`config.mk`:
```
export PLATFORM = sky130hd
export DESIGN_NAME = traceback_stream_engine
export DESIGN_NICKNAME = d
export VERILOG_FILES = /design/src/rtl/traceback_stream_engine.sv
export SDC_FILE = /design/constraint.sdc
export NUM_CORES = 1
export LEC_CHECK = 0
export ABC_AREA = 1
export CAP_MARGIN = 20
export CORE_AREA = 2 2 117 130
export CTS_CLUSTER_DIAMETER = 60
export DETAILED_ROUTE_END_ITERATION = 7
export DIE_AREA = 0 0 119 132
export PLACE_DENSITY = 0.6
export SKIP_LAST_GASP = 1
export SLEW_MARGIN = 40
export SYNTH_ARGS = -nofsm -noshare
export SYNTH_HDL_FRONTEND = slang
export SYNTH_SLANG_ARGS = --single-unit
export TNS_END_PERCENT = 100
```
`constraint.sdc`:
```
create_clock -name clk -period 4.3 [get_ports clk]
set_clock_uncertainty 0.1 [all_clocks]
set_input_delay 0.645 -clock clk [delete_from_list [all_inputs] [get_ports clk]]
set_output_delay 0.645 -clock clk [all_outputs]
set_load 0.01 [all_outputs]
```
`src/rtl/traceback_stream_engine.sv`:
```
// Traceback engine: walks a direction matrix from (len_a,len_b) back to (0,0)
// and streams aligned symbol pairs with a running signed alignment score.
module traceback_stream_engine #(
  parameter int N        = 128,
  parameter int BitAddr  = $clog2(N+1),
  parameter int SCORE_W  = $clog2(N+1)+3,
  parameter int MATCH    = 1,
  parameter int MISMATCH = -1,
  parameter int GAP      = -2
) (
  input  logic                      clk,
  input  logic                      rst,
  input  logic                      start,
  input  logic [BitAddr-1:0]        len_a,
  input  logic [BitAddr-1:0]        len_b,
  output logic [BitAddr-1:0]        dir_i,
  output logic [BitAddr-1:0]        dir_j,
  input  logic [2:0]                symbol,
  output logic [BitAddr-1:0]        seq_a_addr,
  output logic [BitAddr-1:0]        seq_b_addr,
  input  logic [2:0]                seq_a_dat,
  input  logic [2:0]                seq_b_dat,
  output logic                      out_valid,
  input  logic                      out_ready,
  output logic [2:0]                out_a,
  output logic [2:0]                out_b,
  output logic                      out_last,
  output logic                      busy,
  output logic                      done,
  output logic                      err,
  output logic signed [SCORE_W-1:0] final_score,
  output logic [BitAddr:0]          step_count
);

  localparam logic [2:0] SYM_DIAG = 3'b001;
  localparam logic [2:0] SYM_UP   = 3'b010;
  localparam logic [2:0] SYM_LEFT = 3'b100;
  localparam logic [2:0] GAP_CODE = 3'b111;

  localparam logic [BitAddr-1:0]        ADDR_ONE   = BitAddr'(1);
  localparam logic [BitAddr-1:0]        N_SAT      = BitAddr'(N);
  localparam logic [BitAddr:0]          STEP_ONE   = (BitAddr+1)'(1);
  localparam logic signed [SCORE_W-1:0] D_MATCH    = SCORE_W'(MATCH);
  localparam logic signed [SCORE_W-1:0] D_MISMATCH = SCORE_W'(MISMATCH);
  localparam logic signed [SCORE_W-1:0] D_GAP      = SCORE_W'(GAP);

  typedef enum logic [2:0] {IDLE, ADDR, READ, EMIT, FINISH} state_t;

  state_t state, state_nxt;

  logic [BitAddr-1:0]        i, j;
  logic [BitAddr-1:0]        la_sat, lb_sat;
  logic [BitAddr-1:0]        i_nxt, j_nxt;
  logic signed [SCORE_W-1:0] score, delta, score_nxt;
  logic                      mv_i, mv_j;

  logic                      mv_i_c, mv_j_c, bad_c, last_c;
  logic [2:0]                pa_c, pb_c;
  logic signed [SCORE_W-1:0] delta_c;

  assign la_sat    = (len_a > N_SAT) ? N_SAT : len_a;
  assign lb_sat    = (len_b > N_SAT) ? N_SAT : len_b;
  assign i_nxt     = i - BitAddr'(mv_i);
  assign j_nxt     = j - BitAddr'(mv_j);
  assign score_nxt = score + delta;

  // Move decode for READ; an exhausted axis forces the other direction.
  always_comb begin
    mv_i_c = 1'b0;
    mv_j_c = 1'b0;
    bad_c  = 1'b0;
    if (i == '0) begin
      mv_j_c = 1'b1;
    end else if (j == '0) begin
      mv_i_c = 1'b1;
    end else begin
      case (symbol)
        SYM_DIAG: begin
          mv_i_c = 1'b1;
          mv_j_c = 1'b1;
        end
        SYM_UP:   mv_i_c = 1'b1;
        SYM_LEFT: mv_j_c = 1'b1;
        default:  bad_c  = 1'b1;
      endcase
    end
  end

  always_comb begin
    pa_c    = mv_i_c ? seq_a_dat : GAP_CODE;
    pb_c    = mv_j_c ? seq_b_dat : GAP_CODE;
    delta_c = D_GAP;
    if (mv_i_c && mv_j_c) begin
      delta_c = (seq_a_dat == seq_b_dat) ? D_MATCH : D_MISMATCH;
    end
    last_c  = ((i - BitAddr'(mv_i_c)) == '0) && ((j - BitAddr'(mv_j_c)) == '0);
  end

  always_ff @(posedge clk or negedge rst) begin
    if (!rst) begin
      state <= IDLE;
    end else begin
      state <= state_nxt;
    end
  end

  always_comb begin
    state_nxt = state;
    case (state)
      IDLE: begin
        if (start) begin
          state_nxt = (len_a == '0 && len_b == '0) ? FINISH : ADDR;
        end
      end
      ADDR:   state_nxt = READ;
      READ:   state_nxt = bad_c ? FINISH : EMIT;
      EMIT: begin
        if (out_ready) begin
          state_nxt = out_last ? FINISH : ADDR;
        end
      end
      FINISH: state_nxt = IDLE;
      default: state_nxt = IDLE;
    endcase
  end

  assign out_valid = (state == EMIT);
  assign busy      = (state == ADDR) || (state == READ) || (state == EMIT);
  assign done      = (state == FINISH);

  // final_score is written on the transition into FINISH so it is already
  // valid while done is high.
  always_ff @(posedge clk or negedge rst) begin
    if (!rst) begin
      i           <= '0;
      j           <= '0;
      dir_i       <= '0;
      dir_j       <= '0;
      seq_a_addr  <= '0;
      seq_b_addr  <= '0;
      out_a       <= '0;
      out_b       <= '0;
      out_last    <= 1'b0;
      err         <= 1'b0;
      score       <= '0;
      delta       <= '0;
      final_score <= '0;
      step_count  <= '0;
      mv_i        <= 1'b0;
      mv_j        <= 1'b0;
    end else begin
      case (state)
        IDLE: begin
          if (start) begin
            i           <= la_sat;
            j           <= lb_sat;
            dir_i       <= la_sat;
            dir_j       <= lb_sat;
            seq_a_addr  <= la_sat - ADDR_ONE;
            seq_b_addr  <= lb_sat - ADDR_ONE;
            score       <= '0;
            final_score <= '0;
            step_count  <= '0;
            err         <= 1'b0;
            out_last    <= 1'b0;
          end
        end
        READ: begin
          if (bad_c) begin
            err         <= 1'b1;
            final_score <= score;
          end else begin
            out_a    <= pa_c;
            out_b    <= pb_c;
            delta    <= delta_c;
            mv_i     <= mv_i_c;
            mv_j     <= mv_j_c;
            out_last <= last_c;
          end
        end
        EMIT: begin
          if (out_ready) begin
            score      <= score_nxt;
            step_count <= step_count + STEP_ONE;
            i          <= i_nxt;
            j          <= j_nxt;
            dir_i      <= i_nxt;
            dir_j      <= j_nxt;
            seq_a_addr <= i_nxt - ADDR_ONE;
            seq_b_addr <= j_nxt - ADDR_ONE;
            out_last   <= 1'b0;
            if (out_last) begin
              final_score <= score_nxt;
            end
          end
        end
        default: ;
      endcase
    end
  end

endmodule

```
# After elaboration in Yosys (flattened, before gate mapping)
# Index checks and enable logic that the tools add are counted.
totals:
  reg_bits: 87
  output_inout_bits: 63
  word_cells: 114
classes:
  order_cmp: 2
  n_addsub: 10
  mux: 49
  bitwise: 1
  n_reduce_logical: 24
  n_eq_ne: 13
ops:
  columns: ["cell", "n"]
  rows:
  - ["8-bit 2-to-1 mux", 10]
  - ["11-bit 2-to-1 mux", 7]
  - ["8-bit one-hot mux with 2 select lines", 4]
  - ["8-bit logical NOT", 6]
  - ["11-bit one-hot mux with 3 select lines", 1]
  - ["8-bit by 1-bit subtractor with 8-bit output", 4]
  - ["8-bit by 1-bit subtractor with 8-bit output (second input constant)", 4]
  - ["11-bit one-hot mux with 2 select lines", 1]
  - ["3-bit 2-to-1 mux", 7]
  - ["9-bit 2-to-1 mux", 2]
  - ["9-bit one-hot mux with 2 select lines", 1]
  - ["8-bit > comparator (second input constant)", 2]
  - ["1-bit 2-to-1 mux", 13]
  - ["3-bit one-hot mux with 4 select lines", 1]
  - ["11-bit adder", 1]
  - ["9-bit by 1-bit adder with 9-bit output (second input constant)", 1]
  - ["3-bit by 2-bit == test with 1-bit output (second input constant)", 3]
  - ["3-bit by 1-bit == test with 1-bit output (second input constant)", 2]
  - ["3-bit == test (second input constant)", 2]
  - ["2-bit inequality test (second input constant)", 3]
  - ["3-bit AND reduction", 2]
  - ["5-bit AND reduction", 1]
  - ["2-bit by 1-bit inequality test with 1-bit output (second input constant)", 2]
  - ["2-bit AND reduction", 2]
  - ["other kinds (12)", 17]

# Longest topological paths before layout
# Gate-level depths: netlist of the first run.
logic_depth:
  word_depth: 10
  depth_mapped: 15
  depth_no_buf: 15

# Worst setup path before layout of the first run
# Ideal clock, no wire load.
synth_path:
  path_type: "register to register"
  from: "reg i[0]"
  to: "reg seq_a_addr[4]"
  t_required_ns: 4.118
  arrival_time_ns: 1.915
  setup_slack_ns: 2.203
  n_path_buf: 0
  path_stages_with_launch: 13
  path_cell_list: "dfrtp_1 > inv_1 > ha_1 > ha_1 > or2_2 > nand2_1 > inv_1 > ha_1 > inv_1 > nor2_1 > inv_1 > o21ai_0 > a31oi_1"
synth_via:
  elab_chain_len: 4
synth_rtl:
  columns: ["item", "line", "text"]
  rows:
  - ["from (decl)", "51", "logic [BitAddr-1:0] i, j;"]
  - ["from (signal assigned)", "155", "i <= la_sat;"]
  - ["from (signal assigned)", "185", "i <= i_nxt;"]
  - ["8-bit by 1-bit subtractor with 8-bit output", "63", "assign i_nxt = i - BitAddr'(mv_i);"]
  - ["8-bit by 1-bit subtractor with 8-bit output", "189", "seq_a_addr <= i_nxt - ADDR_ONE;"]
  - ["8-bit 2-to-1 mux", "182", "if (out_ready) begin"]
  - ["8-bit one-hot mux with 2 select lines", "152", "case (state)"]
  - ["to (signal assigned)", "159", "seq_a_addr <= la_sat - ADDR_ONE;"]
  - ["to (signal assigned)", "189", null]
  - ["to (decl)", "19", "output logic [BitAddr-1:0] seq_a_addr,"]
# No other way between the ends. The select of a mux whose other input is x is not followed.
# A chain may end at the register's enable or synchronous reset.

# Final worst setup path of the first run
layout_path:
  from: "reg state[2]"
  to: "out out_valid"
layout_via:
  elab_chain_len: 1
layout_rtl:
  columns: ["item", "line", "text"]
  rows:
  - ["from (decl)", "49", "state_t state, state_nxt;"]
  - ["from (signal assigned)", "103", "state <= state_nxt;"]
  - ["3-bit by 2-bit == test with 1-bit output", "127", "assign out_valid = (state == EMIT);"]
  - ["to (decl)", "23", "output logic out_valid,"]
# No other way between the ends.

==> metrics.txt, run 1 <==
DR vias=4706; Reg area=1950 um^2; post-place setup slack=1.58 ns; die width=119 um; met2 Resource Use GR=29.7%; CP max-delay cell=clkdlybuf4s50_1; setup repair after global routing missed its margin=no; full die area=15700 um^2; H-tree depth=3; fmax=337 MHz; maxcap violations=0; final net count=835; Clock Sinks=78; Synth-to-Final Area Change=28.0%; Worst setup SP type=register; DP Cell Count=967; Longest Clk Path Bufs=2; DRT iter0 DRCs=318; WP buf/inv=3; Syn Nets=745; count of final hold-check violations=0; setup TNS=0 ns; clk_lat worst skew=0.35 ns; # diodes=0; placeable core area=14300 um^2; WP data required=3.56 ns; total global routing overflow=0; CP endpoint kind=primary output; num ports=92; Compound-Gate Fraction of Synth Area=12.5%; CP top delay family=buffers and inverters; commonest non-fill, non-tap cells in the layout=199 x nand2_1, 91 x inv_1, 90 x clkdlybuf4s50_1; # hold bufs at CTS=0; syn avg cell area=7.07 um^2; Worst Path Arrival=2.22 ns; Reg clk slew, reported paths=0.06 ns; Synth cell types=44; synthesized cell area=4920 um^2; Core Util, Final=43.9%; GR met1 Demand/Resource=22.1%; worst min-delay path class=in -> async; Post-CTS Setup Bufs=0; Switching Share=46.6%; Tot GR Track Use=17.8%; yosys warns=0; final period utilization=69.0%; CTS Buf Count=9; first drt pass iteration count=5; Max Slew Vio Count=0; die extent in y=132 um; largest net degree at the start of global routing=58; Final Setup Violations=0; Final Hold Slack=0.242 ns; Post-Syn Instances=696; Post-DRT Antenna Nets=0; Post-synth top flop=dfrtp_1; Buffers on Ports=91; Fill cells=1467; vias in the first global route=4646; Sw Pwr=2.19 mW; Int Power=2.51 mW; Synth Area in XOR/XNOR=0.534%; Post-synth EDFFs=0; HPWL Detailed=10000 um; grt peak-use layer=met2; Synth Register Bits=78; Logic pwr share=56.2%; post-CTS sizing=0; adder-cell share of the synthesized area=5.24%; clock power share=16.6%; Least-Margin Pin Slew=0.814 ns; DRC=0; cells along the critical path=inv_2 > nand3_4 > inv_2 > clkdlybuf4s50_1; max incr delay on CP=0.62 ns; initial antenna violation count=0; TritonCTS clock tree=done; commonest non-fill, non-tap cell in the layout=nand2_1; multiplexer share of the synthesized area=0.203%; status=complete, no violations; Relative slew margins=45.2%; Post-synth ARST share=100%; Crit Path Class=reg -> out; Initial Util=34.3%; first-pass GRT wire length=22400 um; post-synthesis sequential area ratio=39.7%; maximum vdd ir drop=284 uV; drt via density=4.79; share of layout cells above drive strength 1=5.69%; num rows=46; final cell count without fillers=983; DR WL/cell=13.6 um; Seq pwr share=27.2%; global routing usage on met3=2.90%; critical path fanouts, max=25; area of the multi-input gates=2520 um^2; min Tclk post-route=2.97 ns; leakage power total=3.10 nW; Routed WL=13400 um; critical path's most frequent cell=inv_2; combinational family with the most area after synthesis=simple AND/OR/NAND/NOR gates; gpl congestion=0.919; Post-Synth Simple-Gate Area=32.7%; clk root buf=clkbuf_16; PD cells=745 nW/um^2; PnR worst setup slack=1.33 ns
cells in the mapped netlist, types with 3 or more instances:
cell	number	area (um^2)
nand2_1	199	747
inv_1	91	342
nor2_1	82	308
dfrtp_1	78	1950
o21ai_0	52	260
nand3_1	50	250
a21oi_1	34	170
ha_1	19	238
nand4_1	10	62.6
buf_2	7	35.0
nand2_2	6	37.5
a31oi_1	5	31.3
inv_2	5	18.8
nor2_2	4	25.0
nor3_1	4	20.0
nor4_1	4	25.0
o21bai_1	4	30.0
buf_4	3	22.5
o211ai_1	3	22.5
o21ai_2	3	26.3
per-stage QoR:
stage / total power, mW / cell area (um^2)
2_1_floorplan: 3.04 / 4920
3_3_place_gp: 3.93 / 6000
3_5_place_dp: 3.94 / 6000
4_1_cts: 4.75 / 6300
5_1_grt: 5.16 / 6300
6_report: 4.70 / 6300
layout make-up:
type | instances | share of cell area [%]
timing repair buffer | 93 | 14.7
clock inverter | 3 | 0.675
inverter | 96 | 5.72
tap | 192 | 3.81
sequential | 78 | 31.0
multi-input combinational | 508 | 40.0
clock buffer | 13 | 4.13
power by group through the flow:
stage	clock network [mW]	logic [mW]	registers, mW
after floorplan	0	1.73	1.31
after global placement	0	2.64	1.29
after detailed placement	0	2.65	1.29
after CTS	0.806	2.67	1.28
after global routing	0.833	3.01	1.32
final	0.781	2.64	1.28
cell families (layout without fill, tap and decap cells):
logic type,count (synthesis),after routing
buffers and inverters,110,205
muxes,1,1
xor gates and xnor gates,3,3
AOI/OAI and AO/OA,111,111
and+or+nand+nor,373,373
adders and majority gates,20,20
DFF,78,78
worst register-to-register path: stages, from the launching register on:
cell     delay (ns)
dfrtp_1        0.39
inv_2          0.13
nand3_4        0.29
inv_2          0.43
nor2_1         0.08
nand2_1        0.08
nand2_1        0.07
inv_1          0.08
ha_1           0.14
inv_1          0.04
nor2_1         0.18
inv_1          0.08
o21ai_0        0.15
a31oi_1        0.11
final timing paths:
| path | start | endpoint | slack, ns | cells after the start |
|---|---|---|---|---|
| worst max-delay path | state[2] | out_valid | 1.33 | 4 |
| worst min-delay path | rst | final_score[9] | 0.24 | 1 |
| worst max register to register | state[2] | seq_a_addr[4] | 1.79 | 13 |
| worst min register to register | final_score[4] | final_score[4] | 0.37 | 2 |
| max in group asynchronous | rst | err | 3.02 | 2 |
| min in group clk | final_score[4] | final_score[4] | 0.37 | 2 |
routing by layer:
| metal | routed length, um | up-vias |
|---|---|---|
| li1 | - | 2422 |
| met1 | 5960 | 2156 |
| met2 | 6480 | 100 |
| met3 | 514 | 28 |
| met4 | 421 | 0 |
| met5 | 0 | - |
registers in the layout (all words and copies together) (netlist names):
name	flops
final_score	11
score	11
step_count	9
i	8
j	8
seq_a_addr	8
seq_b_addr	8
out_a	3
out_b	3
state	3
delta	2
err	1
mv_i	1
mv_j	1
out_last	1
(Power assumes the default switching activity.)
==> inputs of run 2 (changes only) <==
--- a/config.mk
+++ b/config.mk
@@ -11,7 +11,7 @@
 export CTS_CLUSTER_DIAMETER = 60
 export DETAILED_ROUTE_END_ITERATION = 7
 export DIE_AREA = 0 0 119 132
-export PLACE_DENSITY = 0.6
+export PLACE_DENSITY = 0.62
 export SKIP_LAST_GASP = 1
 export SLEW_MARGIN = 40
 export SYNTH_ARGS = -nofsm -noshare
==> constraint.sdc (replaced) <==
create_clock -name clk -period 2.45 [get_ports clk]
set_clock_uncertainty 0.1 [all_clocks]
set_input_delay 0.3675 -clock clk [delete_from_list [all_inputs] [get_ports clk]]
set_output_delay 0.3675 -clock clk [all_outputs]
set_load 0.01 [all_outputs]
==> metrics.txt, run 2 (synthesis results as in run 1) <==
share of layout cells above drive strength 1=9.27% (+3.6 points); maximum vdd ir drop=521 uV (+83%); worst min-delay path class=in -> async; clk root buf=clkbuf_16; DR WL met2=6540 um (+0.96%); maxcap violations=0 (unchanged); Tot GR Track Use=18.6% (+0.86 points); # diodes=0 (unchanged); num rows=46 (unchanged); CTS Buf Count=9 (unchanged); vias in the first global route=4793 (+3.2%); clk_lat worst skew=0.35 ns (about the same); Switching Share=45.9% (-0.62 points); CP endpoint kind=primary output; Routed WL=14000 um (+4.4%); Final Setup Violations=0 (unchanged); die extent in y=132 um (unchanged); Seq pwr share=24.8% (-2.4 points); status=complete, no violations; Worst Path Arrival=1.89 ns (-0.33 ns); DRC=0 (unchanged); largest net degree at the start of global routing=40 (-31%); setup TNS=0 ns (unchanged); full die area=15700 um^2 (unchanged); final period utilization=96.3%; crit path launch=state[2]; initial antenna violation count=0 (unchanged); final net count=864 (+3.5%); WP data required=1.98 ns (-1.58 ns); placeable core area=14300 um^2 (unchanged); min Tclk post-route=2.36 ns; critical path fanouts, max=6 (-76%); H-tree depth=3 (unchanged); Fill cells=1463 (-0.27%); first-pass GRT wire length=23300 um (+4.0%); Least-Margin Pin Slew=0.441 ns (-0.373 ns); leakage power total=3.26 nW (+4.9%); die width=119 um (unchanged); PD cells=1330 nW/um^2 (+79%); DRT iter0 DRCs=273 (-14%); Buffers on Ports=91 (unchanged); Relative slew margins=70.3% (+25 points); Worst setup SP type=register; fmax=424 MHz; commonest non-fill, non-tap cells in the layout=199 x nand2_1, 91 x inv_1, 90 x clkdlybuf4s50_1; Crit Path Class=reg -> out; Longest Clk Path Bufs=2 (unchanged); count of final hold-check violations=0 (unchanged); final cell count without fillers=1012 (+3.0%); DR WL/cell=13.8 um (+1.4%); Int Power=4.72 mW (+88%); met1 WL=6380 um (+7.2%); Sw Pwr=4.01 mW (+84%); DP Cell Count=992 (+2.6%); DR WL met3=610 um (+19%); first drt pass iteration count=5 (unchanged); worst r2r src=i[0]; total global routing overflow=0 (unchanged); TritonCTS clock tree=done; drt via density=4.80 (+0.35%); post-place setup slack=0.111 ns (-1.47 ns); Synth-to-Final Area Change=33.4%; num ports=92 (unchanged); Logic pwr share=58.0% (+1.8 points); DR vias=4862 (+3.3%); Reg clk slew, reported paths=0.07 ns (about the same); gpl congestion=0.919 (about the same); Initial Util=34.3% (unchanged); setup repair after global routing missed its margin=no; commonest non-fill, non-tap cell in the layout=nand2_1; Post-DRT Antenna Nets=0 (unchanged); Clock Sinks=78 (unchanged); PnR worst setup slack=0.0895 ns (-1.24 ns); HPWL Detailed=10700 um (+6.5%); DR top layer=met4; clock power share=17.2% (+0.6 points); Largest regs=final_score (11), score (11), step_count (9); Max Slew Vio Count=0 (unchanged)
-- run 2: layer usage --
layer / global-route usage [%] / vias to the layer above
li1: - / 2480
met1: 23.8 / 2215
met2: 30.7 / 134
met3: 3.59 / 33
met4: 8.20 / 0
met5: 0 / -
-- run 2: power by group through the flow --
stage,combinational [mW],clock (mW),sequential (mW)
3_5_place_dp,5.04,0,2.19
5_1_grt,5.76,1.59,2.23
4_1_cts,5.10,1.54,2.17
3_3_place_gp,5.02,0,2.18
6_report,5.07,1.50,2.17
2_1_floorplan,3.04,0,2.29
-- run 2: final timing paths --
check | to | slack [ns] | cells past startpoint
worst max-delay path | out_valid | 0.09 | 5
worst min-delay path | score[6] | 0.38 | 2
worst max register to register | seq_a_addr[4] | 0.17 | 12
worst min register to register | final_score[7] | 0.38 | 2
max in group asynchronous | step_count[5] | 1.25 | 3
min in group clk | final_score[7] | 0.38 | 2
-- run 2: cell type report --
type                    instances  area, um^2  share of cell area (%)
multi-input cells             508        2530                    38.5
well taps                     192         240                    3.66
clock buffers                   9         225                    3.43
clock inverters                 7         104                    1.58
repair buffers                122        1160                    17.6
flip-flops and latches         78        1950                    29.7
inverters                      96         360                    5.49
-- run 2: what timing repair did --
action | in CTS | in global routing
hold buffers | 1 | 0
buffers inserted | 3 | 0
resized for setup | 0 | 2
hold endpoints to repair | 25 | 0
endpoints found under the setup margin | 1 | 2
gates cloned | 0 | 0
-- run 2: metrics by stage --
step	instance area [um^2]	power, mW	util (%)	hold WS [ns]
after floorplan	4920	5.33	-	-0.0281
after global routing	6570	9.58	45.8	0.403
final	6570	8.74	45.8	0.376
after global placement	6200	7.20	43.2	0.214
after CTS	6560	8.82	45.8	0.383
after detailed placement	6200	7.23	43.2	0.210
-- run 2: critical path, cell delays in order (launching register included) --
cell             delay [ns]
dfrtp_1                0.41
inv_2                  0.15
nand3_4                0.12
inv_2                  0.12
buf_4                  0.18
clkdlybuf4s50_1        0.56
==> inputs of run 3 (changes only) <==
--- a/config.mk
+++ b/config.mk
@@ -7,11 +7,11 @@
 export LEC_CHECK = 0
 export ABC_AREA = 1
 export CAP_MARGIN = 20
-export CORE_AREA = 2 2 117 130
+export CORE_AREA = 2 2 145 105
 export CTS_CLUSTER_DIAMETER = 60
 export DETAILED_ROUTE_END_ITERATION = 7
-export DIE_AREA = 0 0 119 132
-export PLACE_DENSITY = 0.62
+export DIE_AREA = 0 0 147 107
+export PLACE_DENSITY = 0.63
 export SKIP_LAST_GASP = 1
 export SLEW_MARGIN = 40
 export SYNTH_ARGS = -nofsm -noshare
==> metrics.txt, run 3 (synthesis results as in run 1) <==
DRC=0 (unchanged); Routed WL=13900 um (about the same); Final Setup Violations=0 (unchanged); Worst R2R End=out_last; Synth-to-Final Area Change=32.9%; final period utilization=95.4% (-0.97 points); total global routing overflow=0 (unchanged); vias in the first global route=4446 (-7.2%); Worst Path Arrival=1.87 ns (-0.02 ns); leakage power total=3.24 nW (-0.52%); final cell count without fillers=1011 (-0.099%); # diodes=0 (unchanged); Initial Util=34.3% (-0.048 points); num ports=92 (unchanged); Worst setup SP type=register; crit path launch=state[2]; status=complete, no violations; die extent in y=107 um (-19%); worst min-delay path class=reg -> reg; maximum vdd ir drop=471 uV (-9.6%); setup TNS=0 ns (unchanged); initial antenna violation count=0 (unchanged); Tot GR Track Use=18.3% (-0.30 points); clk_lat worst skew=0.34 ns (about the same); TritonCTS clock tree=done; r2r worst-path depth=13 (+1); Max Slew Vio Count=0 (unchanged); largest net degree at the start of global routing=34 (-15%); clk root buf=clkbuf_16; num rows=37 (-20%); PD cells=1340 nW/um^2 (+0.44%); Clock Sinks=78 (unchanged); end of the critical path=out_valid; final net count=860 (-0.46%); placed inst area=6190 um^2 (about the same); HPWL Detailed=10800 um (+1.2%); die width=147 um (+24%); Final Cell Area=6540 um^2 (-0.40%); first-pass GRT wire length=22900 um (-2.0%); fmax=428 MHz (+1.0%); Final Hold Slack=0.376 ns (+0.000468 ns); commonest non-fill, non-tap cell in the layout=nand2_1; DR vias=4824 (-0.78%); Post-DRT Antenna Nets=0 (unchanged); Reg clk slew, reported paths=0.06 ns (about the same); full die area=15700 um^2 (+0.13%); Crit Path Class=reg -> out; flop-to-flop setup slack=0.22 ns (+0.05 ns); Largest regs=final_score (11), score (11), step_count (9); DRT iter0 DRCs=327 (+20%); drt via density=4.77 (-0.68%); DP Cell Count=994 (+0.20%); Relative slew margins=69.0% (-1.3 points); critical path fanouts, max=12 (+6); DR WL/cell=13.8 um (about the same); Longest Clk Path Bufs=2 (unchanged); maxcap violations=0 (unchanged); first drt pass iteration count=6 (+1); worst r2r src=i[4]; CP endpoint kind=primary output; setup repair after global routing missed its margin=yes; Least-Margin Pin Slew=0.465 ns (+0.0238 ns); Buffers on Ports=91 (unchanged); commonest non-fill, non-tap cells in the layout=199 x nand2_1, 91 x inv_1, 90 x clkdlybuf4s50_1; Power Total=8.74 mW (about the same); CTS Buf Count=9 (unchanged); share of layout cells above drive strength 1=8.95% (-0.32 points); min Tclk post-route=2.34 ns (-0.0237 ns); WP data required=1.98 ns (about the same); Post-CTS Setup Bufs=0 (-3); placeable core area=14400 um^2 (+0.14%); gpl congestion=0.878 (-4.4%); count of final hold-check violations=0 (unchanged); Fill cells=1493 (+2.1%); H-tree depth=3 (unchanged)
run 3: stage by stage:
step | utilization [%] | setup WS (ns)
5_1_grt | 45.6 | -0.0718
2_1_floorplan | - | 0.353
4_1_cts | 45.5 | 0.0313
3_3_place_gp | 43.1 | 0.120
6_report | 45.6 | 0.113
3_5_place_dp | 43.1 | 0.0754
run 3: repair_timing:
item,CTS,global route
hold buffers,1,0
gates resized for setup,0,5
hold endpoints to repair,31,0
setup endpoints to repair,0,8
run 3: power breakdown:
| part | switching (mW) | internal (mW) |
|---|---|---|
| logic | 3.04 | 2.03 |
| registers | 0.424 | 1.77 |
| clock network | 0.553 | 0.923 |
| total | 4.02 | 4.73 |
run 3: worst min-delay path by stage:
stage	start	endpoint	cells after the start
6_report	final_score[7]	final_score[7]	2
5_1_grt	final_score[6]	final_score[6]	2
4_1_cts	final_score[7]	final_score[7]	2
3_5_place_dp	rst	seq_b_addr[1]	1
3_3_place_gp	rst	seq_b_addr[1]	1
2_1_floorplan	rst	delta[0]	0
run 3: metal layers:
| layer | vias up | wire length [um] | global-route usage, % |
|---|---|---|---|
| li1 | 2484 | - | - |
| met1 | 2181 | 7600 | 28.8 |
| met2 | 146 | 5240 | 25.2 |
| met3 | 13 | 993 | 4.72 |
| met4 | 0 | 118 | 3.30 |
| met5 | - | 0 | 0 |
run 3: critical path, stage by stage, from the launching register on:
cell and delay (ns):
dfrtp_1 0.41, inv_2 0.14, nand3_4 0.22, inv_4 0.20
clkdlybuf4s50_1 0.56
run 3: layout make-up:
class	instances	area [um^2]	share of cell area (%)
repair buffers	118	1130	17.2
clock buffers	11	243	3.71
multi-input cells	508	2530	38.7
inverters	96	363	5.55
flip-flops and latches	78	1950	29.9
well taps	195	244	3.73
clock inverters	5	81.3	1.24
